**config.mk**
```make
export PLATFORM = sky130hd
export DESIGN_NAME = uart_packet_deframer
export DESIGN_NICKNAME = d
export VERILOG_FILES = /design/src/rtl/uart_packet_deframer.sv
export SDC_FILE = /design/constraint.sdc
export NUM_CORES = 1
export LEC_CHECK = 0
export CELL_PAD_IN_SITES_DETAIL_PLACEMENT = 0
export CELL_PAD_IN_SITES_GLOBAL_PLACEMENT = 1
export CORE_MARGIN = 2
export CORE_UTILIZATION = 41
export CTS_BUF_LIST = sky130_fd_sc_hd__clkbuf_2 sky130_fd_sc_hd__clkbuf_4 sky130_fd_sc_hd__clkbuf_8
export DETAILED_ROUTE_END_ITERATION = 10
export HOLD_SLACK_MARGIN = 0.02
export PLACE_DENSITY = 0.87
export SYNTH_ARGS = -nofsm -noshare
export SYNTH_HDL_FRONTEND = slang
export SYNTH_SLANG_ARGS = --single-unit
```
**constraint.sdc**
```tcl
create_clock -name ipClk -period 1.9 [get_ports ipClk]
set_input_delay 0.285 -clock ipClk [delete_from_list [all_inputs] [get_ports ipClk]]
set_output_delay 0.285 -clock ipClk [all_outputs]
set_load 0.005 [all_outputs]
```
**src/rtl/uart_packet_deframer.sv**
```systemverilog
// UART byte stream to packet stream deframer: SYNC, DEST, SRC, LEN, payload.
// Optional trailing checksum byte when PACKET_CHECKSUM_EN is defined.
module uart_packet_deframer #(
  parameter logic [7:0] SYNC_BYTE      = 8'h55,
  parameter int          TIMEOUT_CYCLES = 50000,
  parameter int          TIMEOUT_WIDTH  = 16
) (
  input  logic       ipClk,
  input  logic       ipReset,
  input  logic [7:0] ipRxData,
  input  logic       ipRxValid,
  output logic       opValid,
  output logic       opSoP,
  output logic       opEoP,
  output logic [7:0] opDestination,
  output logic [7:0] opSource,
  output logic [7:0] opLength,
  output logic [7:0] opData,
  output logic       opFrameError,
  output logic       opChecksumError
);

  typedef enum logic [2:0] {
    Idle     = 3'd0,
    GetDest  = 3'd1,
    GetSrc   = 3'd2,
    GetLen   = 3'd3,
`ifdef PACKET_CHECKSUM_EN
    Checksum = 3'd5,
`endif
    Payload  = 3'd4
  } state_t;

  localparam logic [TIMEOUT_WIDTH-1:0] TIMEOUT_LAST = TIMEOUT_WIDTH'(TIMEOUT_CYCLES - 1);
  localparam logic [TIMEOUT_WIDTH-1:0] TIMEOUT_ZERO = {TIMEOUT_WIDTH{1'b0}};
  localparam logic [TIMEOUT_WIDTH-1:0] TIMEOUT_ONE  = {{(TIMEOUT_WIDTH-1){1'b0}}, 1'b1};

  state_t                   state_r;
  logic [8:0]               remaining_r;
  logic                     firstByte_r;
  logic [TIMEOUT_WIDTH-1:0] timeoutCnt_r;
  logic                     timeoutHit_s;

`ifdef PACKET_CHECKSUM_EN
  logic [7:0] checksum_r;

  function automatic logic [7:0] csumAdd(input logic [7:0] acc, input logic [7:0] b);
    return acc + b;
  endfunction
`else
  assign opChecksumError = 1'b0;
`endif

  // An arriving byte always beats the timeout in the same cycle.
  assign timeoutHit_s = (timeoutCnt_r == TIMEOUT_LAST) && !ipRxValid && (state_r != Idle);

  // Frame parser FSM with registered outputs and inter-byte timeout.
  always_ff @(posedge ipClk) begin
    if (ipReset) begin
      state_r       <= Idle;
      remaining_r   <= 9'd0;
      firstByte_r   <= 1'b0;
      timeoutCnt_r  <= TIMEOUT_ZERO;
      opValid       <= 1'b0;
      opSoP         <= 1'b0;
      opEoP         <= 1'b0;
      opDestination <= 8'd0;
      opSource      <= 8'd0;
      opLength      <= 8'd0;
      opData        <= 8'd0;
      opFrameError  <= 1'b0;
`ifdef PACKET_CHECKSUM_EN
      checksum_r      <= 8'd0;
      opChecksumError <= 1'b0;
`endif
    end else begin
      opValid      <= 1'b0;
      opSoP        <= 1'b0;
      opEoP        <= 1'b0;
      opFrameError <= 1'b0;
`ifdef PACKET_CHECKSUM_EN
      opChecksumError <= 1'b0;
      if (state_r == Idle) begin
        checksum_r <= 8'd0;
      end
`endif
      if (ipRxValid || (state_r == Idle)) begin
        timeoutCnt_r <= TIMEOUT_ZERO;
      end else begin
        timeoutCnt_r <= timeoutCnt_r + TIMEOUT_ONE;
      end

      if (timeoutHit_s) begin
        opFrameError <= 1'b1;
        state_r      <= Idle;
        timeoutCnt_r <= TIMEOUT_ZERO;
      end else if (ipRxValid) begin
        case (state_r)
          Idle: begin
            if (ipRxData == SYNC_BYTE) begin
              state_r <= GetDest;
            end
          end
          GetDest: begin
            opDestination <= ipRxData;
            state_r       <= GetSrc;
`ifdef PACKET_CHECKSUM_EN
            checksum_r    <= csumAdd(checksum_r, ipRxData);
`endif
          end
          GetSrc: begin
            opSource   <= ipRxData;
            state_r    <= GetLen;
`ifdef PACKET_CHECKSUM_EN
            checksum_r <= csumAdd(checksum_r, ipRxData);
`endif
          end
          GetLen: begin
            opLength    <= ipRxData;
            remaining_r <= (ipRxData == 8'd0) ? 9'd256 : {1'b0, ipRxData};
            firstByte_r <= 1'b1;
            state_r     <= Payload;
`ifdef PACKET_CHECKSUM_EN
            checksum_r  <= csumAdd(checksum_r, ipRxData);
`endif
          end
          Payload: begin
            opValid     <= 1'b1;
            opData      <= ipRxData;
            opSoP       <= firstByte_r;
            firstByte_r <= 1'b0;
            remaining_r <= remaining_r - 9'd1;
`ifdef PACKET_CHECKSUM_EN
            checksum_r  <= csumAdd(checksum_r, ipRxData);
`endif
            if (remaining_r == 9'd1) begin
              opEoP   <= 1'b1;
`ifdef PACKET_CHECKSUM_EN
              state_r <= Checksum;
`else
              state_r <= Idle;
`endif
            end
          end
`ifdef PACKET_CHECKSUM_EN
          Checksum: begin
            opChecksumError <= (ipRxData != checksum_r);
            state_r         <= Idle;
          end
`endif
          default: begin
            state_r <= Idle;
          end
        endcase
      end
    end
  end

endmodule

```
==> results.sh <==
export IMPL_fin_crit_ns=1.754
export IMPL_yosys_area_share_simple=0.2724
export IMPL_min_path_cells=2
export IMPL_dieHeight_um=86.61
export IMPL_die_area_mm2=0.007500
export IMPL_wirelength_um=6977
export IMPL_ff2ff_setup_slack_ns=0.15
export IMPL_r2r_start="remaining_r[1]"
export IMPL_start_util=0.4187
export IMPL_hold_slack_ns=0.4580
export IMPL_dp_hpwl_um=4968
export IMPL_ir_drop_v=0.0005462
export IMPL_synth_fa_ha_area_frac=0.01342
export IMPL_placed_area_mm2=0.003523
export IMPL_place_ws_ns=-0.08541
export IMPL_netlist_top_cells_area="dfxtp_1, a21oi_1, mux2i_1, nand2_1, nor2_1"
export IMPL_num_vias=2567
export IMPL_drive_above_1_share=0.1400
export IMPL_p_per_area_mw_per_mm2=719.7
export IMPL_synth_top_area_frac=0.4651
export IMPL_clockRootBuffer="clkbuf_8"
export IMPL_drc_errors=0
export IMPL_first_iter_violations=149
export IMPL_nets=409
export IMPL_synth_compound_area_frac=0.1154
export IMPL_reg2reg_depth=6
export IMPL_std_cell_rows=30
export IMPL_netlist_instances=324
export IMPL_worst_path_max_fanout=5
export IMPL_hold_path_class="reg2reg"
export IMPL_critical_path_class="reg2reg"
export IMPL_routabilityCongestion=0.8108
export IMPL_grt_pass1_wl_um=11320
export IMPL_final_antenna_net_count=0
export IMPL_power_leakage_uw=0.001233
export IMPL_grt_max_degree=25
export IMPL_synth_edf_count=0
export IMPL_cp_required_ns=2.15
export IMPL_rsz0062_at_grt="false"
export IMPL_yosysWarningCount=0
export IMPL_antenna_found_initial=0
export IMPL_ys_ff_latch=65
export IMPL_synth_nets=338
export IMPL_synth_top_cell_by_area="dfxtp_1"
export IMPL_die_x_um=86.61
export IMPL_end_kind="flip-flop"
export IMPL_synth_common_cells="dfxtp_1, nand2_1, nor2_1"
export IMPL_max_cap_violations=0
export IMPL_first_pass_iters=4
export IMPL_power_uw=2690
export IMPL_syn_to_final_growth_pct=33.59
export IMPL_synth_top_family_by_area="simple AND/OR/NAND/NOR gates"
export IMPL_yosysUniqueCellTypes=48
export IMPL_synth_area_mux_share=0.05725
export IMPL_startpoint_type="flip-flop"
export IMPL_wl_per_cell_um=14.54
export IMPL_reg2reg_to="remaining_r[6]"
export IMPL_tritoncts="done"
export IMPL_setup_slack_ns=0.1459
export IMPL_antenna_cells=0
export IMPL_avgSynthCellArea_um2=8.635
export IMPL_finalHoldViolations=0
export IMPL_synth_xor_area_share=0.03444
export IMPL_core_mm2=0.006681
export IMPL_htree_levels=3
export IMPL_finalSetupViolations=0
export IMPL_numCtsBuffers=9
export IMPL_yosysSeqAreaShare=0.4651
export IMPL_grt_use_total=0.1929
export IMPL_hp_start="opData[0]"
export IMPL_syn_area_mm2=0.002798
export IMPL_cts_sinks=65
export IMPL_min_to="opData[0]"
export IMPL_grt_overflow=0
export IMPL_async_flop_share=0
export IMPL_path_clk_slew_ns=0.08
export IMPL_status="finished clean"
export IMPL_clk_latency_ns=0.34
export IMPL_fmax_ghz=0.5701
export IMPL_yosys_cell_count_top_type="dfxtp_1"
export IMPL_via_per_inst=5.348
export IMPL_cts_buffer_depth=2
export IMPL_fin_skew_ns=0.008973
export IMPL_grt_pass1_vias=2295
export IMPL_fin_crit_sh=0.9232
export IMPL_port_buffers=46
export IMPL_arrival_ns=2.01
export IMPL_top_level_ports=48
export IMPL_drv_slew=0
export IMPL_finalInstanceArea_mm2=0.003737
export IMPL_synthFlopType="dfxtp_1"
-- layer usage --
layer	up-vias	GRT usage	wire length (µm)
met1	1196	0.2642	3163
met5	-	0	0
met4	0	0.06960	48
li1	1282	-	-
met3	4	0.04857	455
met2	85	0.2944	3310
-- where the power goes --
group          switching, µW  internal, µW  leakage, µW
logic                   52.9          43.6     0.000607
clock network            600           631     0.000103
registers              0.627          1360     0.000523
-- worst max-delay path, stage by stage, from the launching register on --
cell      delay [ns]
dfxtp_1         0.36
inv_1           0.09
ha_1            0.18
or4b_2          0.64
o21ai_1         0.16
a21oi_1         0.08
a211oi_1        0.18
-- what timing repair did --
action / CTS / global route
hold buffers: 0 / 0
buffers inserted: 0 / 0
endpoints found under the setup margin: 0 / 2
hold endpoints to repair: 0 / 0
gates resized for setup: 0 / 2
-- layout make-up --
| type | instances | area [µm²] |
|---|---|---|
| flip-flops and latches | 65 | 1301 |
| clock buffers | 9 | 123.9 |
| repair buffers | 79 | 708.2 |
| clock inverters | 7 | 83.83 |
| fillers | 641 | 2944 |
| well taps | 80 | 100.1 |
| multi-input cells | 235 | 1401 |
| inverters | 5 | 18.77 |
-- sequential cells by signal (all words and copies together), names as in the netlist --
signal         cells
opEoP              1
opData             8
opLength           8
opSoP              1
timeoutCnt_r      16
opFrameError       1
firstByte_r        1
opSource           8
opValid            1
state_r            3
remaining_r        9
opDestination      8
-- worst max-delay path by stage --
stage | from | to | slack [ns] | depth (start not counted)
finish | remaining_r[1] | remaining_r[6] | 0.15 | 6
floorplan | remaining_r[0] | remaining_r[6] | 0.17 | 6
global route | remaining_r[1] | remaining_r[6] | 0.02 | 6
CTS | remaining_r[1] | remaining_r[6] | 0.06 | 6
detailed placement | ipRxValid | remaining_r[8] | -0.09 | 6
global placement | ipRxValid | remaining_r[4] | -0.01 | 6
-- logic make-up (layout without fill, tap and decap cells) --
kind of cell / Yosys count / after routing
simple gates: 147 / 147
flops: 65 / 65
compound gates: 57 / 57
buf+inv: 24 / 100
mux: 16 / 16
xor+xnor: 11 / 11
fa+ha+maj: 3 / 3
other cells: 1 / 1
-- metrics by stage --
stage | setup TNS (ns) | utilization | instances
floorplan | 0 | - | 324
global placement | -0.02435 | 0.5273 | 464
detailed placement | -0.3268 | 0.5273 | 464
CTS | 0 | 0.5584 | 480
global route | 0 | 0.5594 | 480
finish | 0 | 0.5594 | 480
-- placed cells by master (no fill, tap or decap), drive strengths merged, types with 7 or more instances in the layout --
cell / synthesis / layout
clkbuf: 9 / 9
nand3: 10 / 10
nor2: 40 / 40
inv: 5 / 9
a21oi: 33 / 33
mux2i: 16 / 16
o21ai: 10 / 10
clkdlybuf4s50: 0 / 46
nor3: 8 / 8
xnor2: 7 / 7
nor4: 9 / 9
dfxtp: 65 / 65
buf: 10 / 33
nand2: 41 / 41
(Power assumes the default switching activity.)
